<file path="config.mk">
export PLATFORM = sky130hd
export DESIGN_NAME = alu_muldiv_sequencer
export DESIGN_NICKNAME = d
export VERILOG_FILES = /design/src/rtl/alu_muldiv_sequencer.sv
export SDC_FILE = /design/constraint.sdc
export NUM_CORES = 1
export LEC_CHECK = 0
export BUFFER_PORTS_ARGS = -buffer_cell sky130_fd_sc_hd__buf_2
export CAP_MARGIN = 40
export CORE_UTILIZATION = 55
export DETAILED_ROUTE_END_ITERATION = 6
export PLACE_DENSITY = 0.81
export SLEW_MARGIN = 15
export SYNTH_ARGS = -nofsm -noshare
export SYNTH_HDL_FRONTEND = slang
export SYNTH_SLANG_ARGS = --single-unit
</file>
<file path="constraint.sdc">
create_clock -name i_clk -period 2.1 [get_ports i_clk]
set_input_delay 0.105 -clock i_clk [delete_from_list [all_inputs] [get_ports i_clk]]
set_output_delay 0.105 -clock i_clk [all_outputs]
set_load 0.02 [all_outputs]
</file>
<file path="src/rtl/alu_muldiv_sequencer.sv">
// alu_muldiv_sequencer: 16-iteration unsigned MUL/DIVU sequencer driving the shared execute-stage adder
//   i_start/i_op/i_src_a/i_src_b : request, sampled in IDLE only
//   o_busy/o_pipe_stall/o_done   : state decodes (INIT..DONE busy, DONE pulse)
//   o_result_hi/o_result_lo      : MUL product hi/lo, DIVU remainder/quotient, held between DONEs
//   o_div_by_zero                : DIVU by 0 flag, held until the next accepted start
//   o_alu_*/i_alu_*              : shared adder operands out, sum/carry back (combinational loop)
module alu_muldiv_sequencer #(
  parameter int WIDTH = 16
) (
  input  logic             i_clk,
  input  logic             i_rst,
  input  logic             i_start,
  input  logic             i_op,
  input  logic [WIDTH-1:0] i_src_a,
  input  logic [WIDTH-1:0] i_src_b,
  output logic             o_busy,
  output logic             o_pipe_stall,
  output logic             o_done,
  output logic [WIDTH-1:0] o_result_hi,
  output logic [WIDTH-1:0] o_result_lo,
  output logic             o_div_by_zero,
  output logic             o_alu_grant,
  output logic [WIDTH-1:0] o_alu_a,
  output logic [WIDTH-1:0] o_alu_b,
  output logic             o_alu_sub,
  output logic             o_alu_cin,
  input  logic [WIDTH-1:0] i_alu_sum,
  input  logic             i_alu_cout
);
  typedef enum logic [1:0] {S_IDLE, S_INIT, S_ITER, S_DONE} state_t;
  state_t r_state, w_next;
  logic r_op, r_dbz;
  logic [WIDTH-1:0] r_a, r_b, r_hi, r_lo, r_res_hi, r_res_lo;
  logic [3:0] r_cnt;
  logic w_grant, w_q, w_b_zero;
  logic [WIDTH-1:0] w_s, w_hi_nx, w_lo_nx;
  logic [WIDTH:0] w_p;
  always_ff @(posedge i_clk) r_state <= i_rst ? S_IDLE : w_next;
  always_comb begin
    w_next = r_state;
    case (r_state)
      S_IDLE:  w_next = i_start ? S_INIT : S_IDLE;
      S_INIT:  w_next = (r_op && w_b_zero) ? S_DONE : S_ITER;
      S_ITER:  w_next = (r_cnt == 4'd15) ? S_DONE : S_ITER;
      default: w_next = S_IDLE;
    endcase
  end
  assign w_grant  = r_state == S_ITER;
  assign w_b_zero = r_b == '0;
  // Divide: shifted partial remainder; a bit shifted out of rem means s >= B regardless of borrow
  assign w_s     = {r_hi[WIDTH-2:0], r_lo[WIDTH-1]};
  assign w_q     = r_hi[WIDTH-1] | i_alu_cout;
  // Multiply: 17-bit partial (carry kept) shifted right one place into {hi,lo}
  assign w_p     = r_lo[0] ? {i_alu_cout, i_alu_sum} : {1'b0, r_hi};
  assign w_hi_nx = r_op ? (w_q ? i_alu_sum : w_s) : w_p[WIDTH:1];
  assign w_lo_nx = r_op ? {r_lo[WIDTH-2:0], w_q} : {w_p[0], r_lo[WIDTH-1:1]};
  always_ff @(posedge i_clk) begin
    if (i_rst) begin
      r_op     <= 1'b0;
      r_dbz    <= 1'b0;
      r_a      <= '0;
      r_b      <= '0;
      r_hi     <= '0;
      r_lo     <= '0;
      r_res_hi <= '0;
      r_res_lo <= '0;
      r_cnt    <= '0;
    end else begin
      case (r_state)
        S_IDLE: if (i_start) begin
          r_op  <= i_op;
          r_a   <= i_src_a;
          r_b   <= i_src_b;
          r_dbz <= 1'b0;
        end
        S_INIT: begin
          r_hi  <= '0;
          r_lo  <= r_a;
          r_cnt <= '0;
          if (r_op && w_b_zero) begin
            r_res_hi <= r_a;
            r_res_lo <= '1;
            r_dbz    <= 1'b1;
          end
        end
        S_ITER: begin
          r_hi  <= w_hi_nx;
          r_lo  <= w_lo_nx;
          r_cnt <= r_cnt + 4'd1;
          if (r_cnt == 4'd15) begin
            r_res_hi <= w_hi_nx;
            r_res_lo <= w_lo_nx;
          end
        end
        default: ;
      endcase
    end
  end
  assign o_busy        = r_state != S_IDLE;
  assign o_pipe_stall  = o_busy;
  assign o_done        = r_state == S_DONE;
  assign o_alu_grant   = w_grant;
  assign o_alu_a       = w_grant ? (r_op ? w_s : r_hi) : '0;
  assign o_alu_b       = w_grant ? r_b : '0;
  assign o_alu_sub     = w_grant & r_op;
  assign o_alu_cin     = w_grant & r_op;
  assign o_result_hi   = r_res_hi;
  assign o_result_lo   = r_res_lo;
  assign o_div_by_zero = r_dbz;
endmodule

</file>
==> metrics.txt, run 1 <==
Critical path origin r_b[6]; post-synthesis area per instance 8.25 um2; Initial Util a little under three fifths; synthesized instance count between 600 and 700; die width 102 um; Setup Viol. Count Final 0; Synth Area in XOR/XNOR 0%; Synth Area in Adders under 10%; Yosys top cell by area dfxtp_1; Fmax around 0.49 GHz; Max Slew Vio Count 0; skew final between 0.015 and 0.02 ns; FILL cells 790; clock buffer depth 2; drt first pass iters 7; die area 10,400 um2; Cell variety after synth 47; normalized max-slew margin around two thirds; clk slew on worst S/H paths 0.10 ns; CP Capture Type flip-flop; Overall Power 4.50 mW; io pins 124; antenna violations before repair 0; P_sw 1.47 mW; Util after Layout 70.5%; Max FO, Critical Path 29; Clock Tree Root clkbuf_8; Comb power frac roughly a quarter; total number of vias 5,673; FP Rows 36; Synth area leaders dfxtp_1, mux2i_1, nand2_1; commonest non-fill, non-tap cell in the layout buf_2; DRC 0; Avg WL per Cell 17.8 um; Port Buf Inserts around 120; Initial DRC Count 538; r2r worst-path depth 6; status finished clean; simple-gate share of the synthesized area roughly a fifth; CP startpoint kind flip-flop; H-Tree Level Count 3; WS Path Type reg -> reg; EDFF count, synth 0; worst vdd ir 387 uV; Final GP Congestion 0.868; FF-to-FF Start r_b[6]; Clk pwr share 29.1%; sequential share of power 47.5%; largest net degree at the start of global routing 55; Antenna Cells 0; clock sinks 104; leakage power 2.67 nW; Detail Placement HPWL 11,000 um; gr usage total 32.1%; largest family of logic cells by synthesized area compound AO/OA/AOI/OAI gates; predominant post-synthesis flop cell dfxtp_1; setup TNS 0 ns; hold_ws about 0.0032 ns; Pwr Density 656 nW/um2; most frequent cells in the layout buf_2, nand2_1, dfxtp_1, a21oi_1, mux2i_1; Reg2Reg Capture Point o_result_lo[7]; core area between 9000 and 10,000 um2; DRT antenna net count 0; TritonCTS Buffers 9; Synth Area in Compound Gates 25.6%; R2R setup slack 0.08 ns; Sw Share 32.6%; area of the multi-input gates 3070 um2; routed vias/inst 6.07; final instance area 6860 um2; Worst EP required ~2.3 ns; Final period util 96.4%; grt ovf 0; worst path arrival time ~2.3 ns; Die Span Y 102 um; maxcap violations 0; share of layout cells above drive strength 1 ~25%; Hold WC Path Type in -> reg; syn_nets about 720; vias in the first global route 5,152; WL final 16,600 um; Min Clock Period, post-route 2.02 ns; CP Capture Point o_result_lo[7]; Register Area 2080 um2; first-pass GRT wire length between 20,000 and 30,000 um; Synth Register Bits ~100; multiplexer share of the synthesized area a little under a tenth; Int Pwr 3.04 mW; register area share after synthesis 38.0%; area delta synth->final 25.3%; placed cell areas 6280 um2; later-pin clock latency in the skew report 0.38 ns; CTS tree built; synthesized area 5480 um2; YS warnings 0; Synth top area share a little under two fifths; Final #Nets approximately 860; worst-margin pin slew 0.481 ns; Hold Vio Cnt, Final 0; asr flop ratio synth 0%
power by group through the flow:
stage | logic [mW] | registers (mW) | clock network [mW]
after detailed placement | 0.938 | 2.18 | 0
after CTS | 0.987 | 2.13 | 1.31
final | 1.06 | 2.14 | 1.31
after global routing | 1.13 | 2.15 | 1.41
after floorplan | 0.656 | 2.15 | 0
after global placement | 0.914 | 2.17 | 0
layout make-up:
class | count | area share, %
repair buffers | 188 | 19.0
clock buffers | 9 | 1.81
multi-input cells | 484 | 44.7
clock inverters | 7 | 1.15
well taps | 133 | 2.43
inverters | 10 | 0.547
flip-flops and latches | 104 | 30.4
kinds of logic after synthesis:
family / after synthesis
and+or+nand+nor: 228
DFF: 104
buffers and inverters: 76
adders and majority gates: 6
muxes: 51
AOI/OAI and AO/OA: 199
cells in the mapped netlist (2+ instances only):
cell type	count
nand2_1	119
dfxtp_1	104
a21oi_1	68
mux2i_1	49
nor2_1	48
a311oi_1	44
clkbuf_1	40
a211oi_1	27
and2_1	22
o211ai_1	14
nand3_1	12
o21ai_0	12
a32oi_1	10
or3b_2	10
buf_1	9
buf_2	9
inv_1	7
a211o_1	6
ha_1	6
buf_6	4
o221a_2	4
buf_4	3
nor3_1	3
a311o_1	2
a31oi_1	2
and3_1	2
clkinv_1	2
mux2_2	2
nand2b_1	2
nor2b_1	2
nor4_4	2
o311a_1	2
or4_1	2
flip-flops by register name (all words and copies together) (netlist names):
signal,cells
o_div_by_zero,1
o_result_hi,16
o_result_lo,16
r_a,16
r_b,16
r_cnt,4
r_hi,16
r_lo,16
r_op,1
r_state,2
what timing repair did:
action,in CTS,in global routing
endpoints found under the setup margin,0,36
hold endpoints to repair,31,0
hold buffers,31,0
gates resized for setup,0,4
buffers inserted,0,3
layer usage:
| metal | track usage (%) | wire, um | up-vias | share of wire [%] |
|---|---|---|---|---|
| li1 | - | - | 2682 | - |
| met1 | 44.5 | 7290 | 2707 | 44 |
| met2 | 50.2 | 7810 | 250 | 47 |
| met3 | 5.94 | 1180 | 34 | 7.1 |
| met4 | 10.7 | 335 | 0 | 2.0 |
| met5 | 0 | 0 | - | 0 |
through the flow:
stage                     instances  worst slack [ns]
after floorplan                 664            0.0480
after global placement          884             0.162
after detailed placement        884            0.0966
after CTS                       931            0.0629
after global routing            935          -0.00770
final                           935            0.0763
worst max-delay path, stage by stage, from the launching register on:
cell	delay, ns
dfxtp_1	0.34
or4_4	0.56
nor4_4	0.31
buf_12	0.20
a31o_2	0.19
buf_12	0.17
a311oi_1	0.11
worst min-delay path by stage:
stage                from  endpoint  slack (ns)  cells past startpoint
2_1_floorplan  i_src_a[0]    r_a[0]        0.24                      2
3_3_place_gp         i_op      r_op        0.34                      3
3_5_place_dp         i_op      r_op        0.35                      3
4_1_cts        i_src_b[7]    r_b[7]        0.03                      3
5_1_grt        i_src_b[7]    r_b[7]       0.003                      3
6_report       i_src_b[7]    r_b[7]       0.003                      3
Power figures use the tool's default switching activity.
==> run 2: changes to the inputs <==
PLACE_DENSITY = 0.92   (was 0.81)
==> metrics.txt, run 2 (synthesis results as in run 1) <==
wl on met1 6880 um (-5.7%); later-pin clock latency in the skew report 0.38 ns (about the same); Min-Delay Path Depth 3 (unchanged); Initial DRC Count 689 (+28%); crit-path cells inv_1 -> ha_4 -> nand4_1 -> o21ai_2 -> buf_12 -> a311oi_1 -> a211oi_1; Pwr Density 653 nW/um2 (-0.50%); final non-filler cell total 932 (-0.32%); fin worst setup slack 0.0886 ns (+0.0124 ns); worst-margin pin slew 0.692 ns (+0.211 ns); clk slew on worst S/H paths 0.11 ns (about the same); CP Depth 7 (+1); die width 102 um (unchanged); gr usage total 34.4% (+2.3 points); FP Rows 36 (unchanged); CP Capture Type flip-flop; WS Path Type reg -> reg; status finished clean; DRT antenna net count 0 (unchanged); Post-Place Worst Slack 0.116 ns (+0.0198 ns); Min Clock Period, post-route 2.01 ns (-0.0124 ns); maxcap violations 0 (unchanged); leakage power 2.64 nW (-1.2%); vias in the first global route 5,491 (+6.6%); core area 9730 um2 (unchanged); skew final 0.0133 ns (-0.00312 ns); Antenna Cells 0 (unchanged); normalized max-slew margin 53.7% (-14 points); CTS tree built; Fmax 0.497 GHz (+0.61%); Setup Viol. Count Final 0 (unchanged); r2r worst-path depth 7 (+1); Worst EP required 2.40 ns (+0.07 ns); worst path arrival time 2.31 ns (+0.06 ns); post-placement cell count 884 (unchanged); Initial Util 56.3% (unchanged); commonest non-fill, non-tap cell in the layout buf_2; routed vias/inst 6.42 (+5.9%); largest net degree at the start of global routing 37 (-33%); clock buffer depth 2 (unchanged); Hold Vio Cnt, Final 0 (unchanged); most frequent cells in the layout buf_2, nand2_1, dfxtp_1, a21oi_1, mux2i_1; FILL cells 698 (-12%); share of layout cells above drive strength 1 24.7% (-0.41 points); hold_ws 0.0704 ns (+0.0672 ns); Detail Placement HPWL 11,300 um (+2.3%); Overall Power 4.43 mW (-1.6%); grt ovf 0 (unchanged); final instance area 6780 um2 (-1.1%); antenna violations before repair 0 (unchanged); Final GP Congestion 0.896 (+3.2%); worst stage delay on the critical path 0.36 ns (-0.20 ns); unrepaired setup endpoints after global routing no; total number of vias 5,986 (+5.5%); TritonCTS Buffers 9 (unchanged); Hold WC Path Type in -> reg; DR WL met2 8180 um (+4.8%); H-Tree Level Count 3 (unchanged); Port Buf Inserts 123 (unchanged); io pins 124 (unchanged); die area 10,400 um2 (unchanged); CP startpoint kind flip-flop; drt first pass iters 7 (unchanged); CP max stage cell dfxtp_1; WP buf/inv 2 (unchanged); first-pass GRT wire length 27,900 um (+7.6%); area delta synth->final 23.9%; Final period util 95.8% (-0.59 points); placed cell areas 6240 um2 (-0.60%); worst vdd ir 460 uV (+19%); top sig layer met4; DRC 0 (unchanged); Max FO, Critical Path 29 (unchanged); Clock Tree Root clkbuf_8; Die Span Y 102 um (unchanged); Util after Layout 69.7% (-0.80 points); Final #Nets 853 (-0.35%); clock sinks 104 (unchanged); family with the most delay on the worst path compound AO/OA/AOI/OAI gates; routed wl met3 1720 um (+45%); setup TNS 0 ns (unchanged); Avg WL per Cell 18.9 um (+6.2%); Max Slew Vio Count 0 (unchanged); WL final 17,600 um (+5.9%)
run 2: changes by cell type in the layout (fill, tap and decap cells not counted), sizes merged:
cell / before / now
clkinvlp: 2 / 0
bufinv: 1 / 0
buf: 156 / 153
clkinv: 4 / 6
clkbuf: 10 / 9
dlygate4sd3: 31 / 32
inv: 10 / 11
run 2: worst reg2reg max path, cell delays in order, from the launching register on:
cell      delay [ns]
dfxtp_1         0.36
inv_1           0.15
ha_4            0.27
nand4_1         0.28
o21ai_2         0.25
buf_12          0.23
a311oi_1        0.16
a211oi_1        0.24
run 2: final cells by class:
type                            count  area, um2  share of cell area (%)
Clock buffer                        9        124                    1.83
Clock inverter                      7       73.8                    1.09
Inverter                           10       37.5                   0.553
Multi-Input combinational cell    484       3080                    45.3
Sequential cell                   104       2080                    30.7
Tap cell                          133        166                    2.45
Timing Repair Buffer              185       1220                    18.0
run 2: power by group:
part           leakage, nW  switching, mW  internal (mW)  total, mW
clock network        0.101          0.790          0.469       1.26
logic                 1.70          0.643          0.383       1.03
registers            0.845         0.0903           2.05       2.14
total                 2.64           1.52           2.91       4.43
run 2: repair_timing:
action                                  in CTS  in global routing
gates resized for setup                      0                  4
hold endpoints to repair                    32                  0
buffers inserted                             0                  0
hold buffers                                32                  0
endpoints found under the setup margin       0                 20
run 2: metal layers:
metal | up-vias | track usage (%)
li1 | 2679 | -
met1 | 2784 | 46.0
met4 | 0 | 18.1
met3 | 95 | 6.00
met2 | 428 | 52.9
met5 | - | 0
run 2: path summary, 6_finish.rpt:
| path | from | endpoint | slack [ns] |
|---|---|---|---|
| max | r_state[0] | o_result_hi[13] | 0.09 |
| min reg2reg | r_a[0] | r_a[0] | 0.48 |
| min | i_src_a[5] | r_a[5] | 0.07 |
| max reg2reg | r_state[0] | o_result_hi[13] | 0.09 |
==> run 3: changes to the inputs <==
CORE_ASPECT_RATIO = 1.4   (was not set)
==> metrics.txt, run 3 (synthesis results as in run 1) <==
WP buf/inv 4 (+2); total number of vias 5,843 (-2.4%); Int Pwr 3.64 mW (+25%); status finished clean; family with the most delay on the worst path buffers and inverters; skew final 0.00959 ns (-0.00370 ns); Post-Place Worst Slack 0.0993 ns (-0.0171 ns); antenna violations before repair 0 (unchanged); Hold Vio Cnt, Final 0 (unchanged); grt ovf 0 (unchanged); vias in the first global route 5,732 (+4.4%); Final GP Congestion 0.947 (+5.6%); Initial Util 57.2% (+0.97 points); WS Path Type reg -> out; setup TNS 0 ns (unchanged); r2r worst-path depth 6 (-1); Clock Tree Root clkbuf_16; Detail Placement HPWL 11,100 um (-1.1%); Critical path origin r_state[0]; WL final 17,400 um (-1.0%); DRT antenna net count 0 (unchanged); final non-filler cell total 922 (-1.1%); worst-margin pin slew 0.705 ns (+0.0134 ns); Final #Nets 845 (-0.94%); Setup Viol. Count Final 0 (unchanged); die width 86.3 um (-15%); FILL cells 688 (-1.4%); share of layout cells above drive strength 1 24.6% (-0.099 points); later-pin clock latency in the skew report 0.36 ns (-0.02 ns); first-pass GRT wire length 27,600 um (-0.87%); R2R setup slack 0.09 ns (about the same); Overall Power 5.12 mW (+16%); area delta synth->final 26.0%; CTS tree built; final instance area 6900 um2 (+1.7%); H-Tree Level Count 3 (unchanged); CP Capture Type output pin; Max Slew Vio Count 0 (unchanged); sequential share of power 42.2% (-6.2 points); CP Depth 6 (-1); worst stage delay on the critical path 0.35 ns (about the same); worst vdd ir 701 uV (+53%); Avg WL per Cell 18.9 um (about the same); die area 10,400 um2 (about the same); Sw Share 28.9% (-5.4 points); normalized max-slew margin 52.8% (-0.90 points); core area 9560 um2 (-1.7%); drt first pass iters 5 (-2); routed vias/inst 6.34 (-1.3%); FP Rows 42 (+17%); Port Buf Inserts 123 (unchanged); post-placement cell count 880 (-0.45%); commonest non-fill, non-tap cell in the layout buf_2; clk slew on worst S/H paths 0.07 ns (-0.04 ns); Min-Delay Path Depth 3 (unchanged); CP max stage cell dfxtp_1; Initial DRC Count 774 (+12%); Reg2Reg Capture Point o_result_lo[4]; FF-to-FF Start r_b[10]; io pins 124 (unchanged); clock buffer depth 2 (unchanged); TritonCTS Buffers 9 (unchanged); Min Clock Period, post-route 2.04 ns (+0.0300 ns); Pwr Density 742 nW/um2 (+14%); maxcap violations 0 (unchanged); Worst EP required 2.00 ns (-0.40 ns); Die Span Y 120 um (+18%); Fmax 0.490 GHz (-1.5%); Clk pwr share 38.0% (+9.6 points); Final period util 97.2% (+1.4 points); worst path arrival time 1.94 ns (-0.37 ns); Comb power frac 19.8% (-3.4 points); DRC 0 (unchanged); most frequent cells in the layout buf_2, nand2_1, dfxtp_1, a21oi_1, mux2i_1; unrepaired setup endpoints after global routing no; gr usage total 33.9% (-0.45 points); CP startpoint kind flip-flop; clock sinks 104 (unchanged); Max FO, Critical Path 16 (-45%); Hold WC Path Type in -> reg; crit-path cells inv_1 -> ha_4 -> clkinv_1 -> buf_4 -> nor2_1 -> buf_2; Antenna Cells 0 (unchanged); fin worst setup slack 0.0587 ns (-0.0300 ns); largest net degree at the start of global routing 63 (+70%); P_sw 1.48 mW (-2.7%); leakage power 2.68 nW (+1.6%); placed cell areas 6240 um2 (about the same); CP Capture Point o_alu_a[0]
run 3: cell count changes in the layout (fill, tap and decap cells not counted), moves of 3 or more:
cell / before / now
clkinv_4: 3 / 0
dlygate4sd3_1: 32 / 25
bufinv_16: 0 / 3
buf_4: 25 / 19
clkbuf_8: 9 / 1
clkbuf_16: 0 / 10
run 3: power by group through the flow:
stage	logic [mW]	clock network [mW]	registers [mW]
floorplan	0.656	0	2.15
global placement	0.884	0	2.19
detailed placement	0.917	0	2.19
CTS	0.963	1.94	2.15
global route	1.08	2.03	2.16
finish	1.01	1.95	2.16
run 3: layout make-up:
cell class | count | area [um2] | share of cell area (%)
Timing Repair Buffer | 177 | 1200 | 17.3
Inverter | 10 | 37.5 | 0.544
Tap cell | 132 | 165 | 2.39
Multi-Input combinational cell | 484 | 3070 | 44.5
Clock inverter | 5 | 105 | 1.52
Sequential cell | 104 | 2080 | 30.2
Clock buffer | 10 | 239 | 3.47
run 3: per-stage QoR:
step,utilization (%),hold slack (ns)
final,72.1,0.000663
after CTS,71.5,0.00292
after global routing,72.1,0.00861
after global placement,65.3,0.346
after floorplan,-,0.241
after detailed placement,65.3,0.353
run 3: routing by layer:
| metal | track usage (%) | vias to the layer above | wire, um |
|---|---|---|---|
| met5 | 0 | - | 0 |
| met4 | 22.1 | 0 | 1030 |
| met3 | 7.57 | 78 | 1280 |
| met2 | 56.9 | 355 | 8570 |
| met1 | 38.1 | 2745 | 6540 |
| li1 | - | 2665 | - |
run 3: worst min path at each step:
stage / startpoint / to / slack (ns)
2_1_floorplan: i_src_a[0] / r_a[0] / 0.24
3_3_place_gp: i_src_b[4] / r_b[4] / 0.35
3_5_place_dp: i_src_b[1] / r_b[1] / 0.35
4_1_cts: i_src_a[9] / r_a[9] / 0.003
5_1_grt: i_src_a[9] / r_a[9] / 0.009
6_report: i_src_a[10] / r_a[10] / 0.0007
run 3: what timing repair did:
item | 4_1_cts | 5_1_grt
setup endpoints to repair | 0 | 16
setup buffers | 0 | 1
gates resized for setup | 0 | 5
endpoints found under the hold margin | 25 | 0
hold buffers | 25 | 0
run 3: worst register-to-register path: stages (launching register included):
cell,delay [ns]
dfxtp_1,0.34
or4_1,0.58
nor4_4,0.22
buf_12,0.21
a31o_2,0.21
buf_12,0.18
a311oi_1,0.12
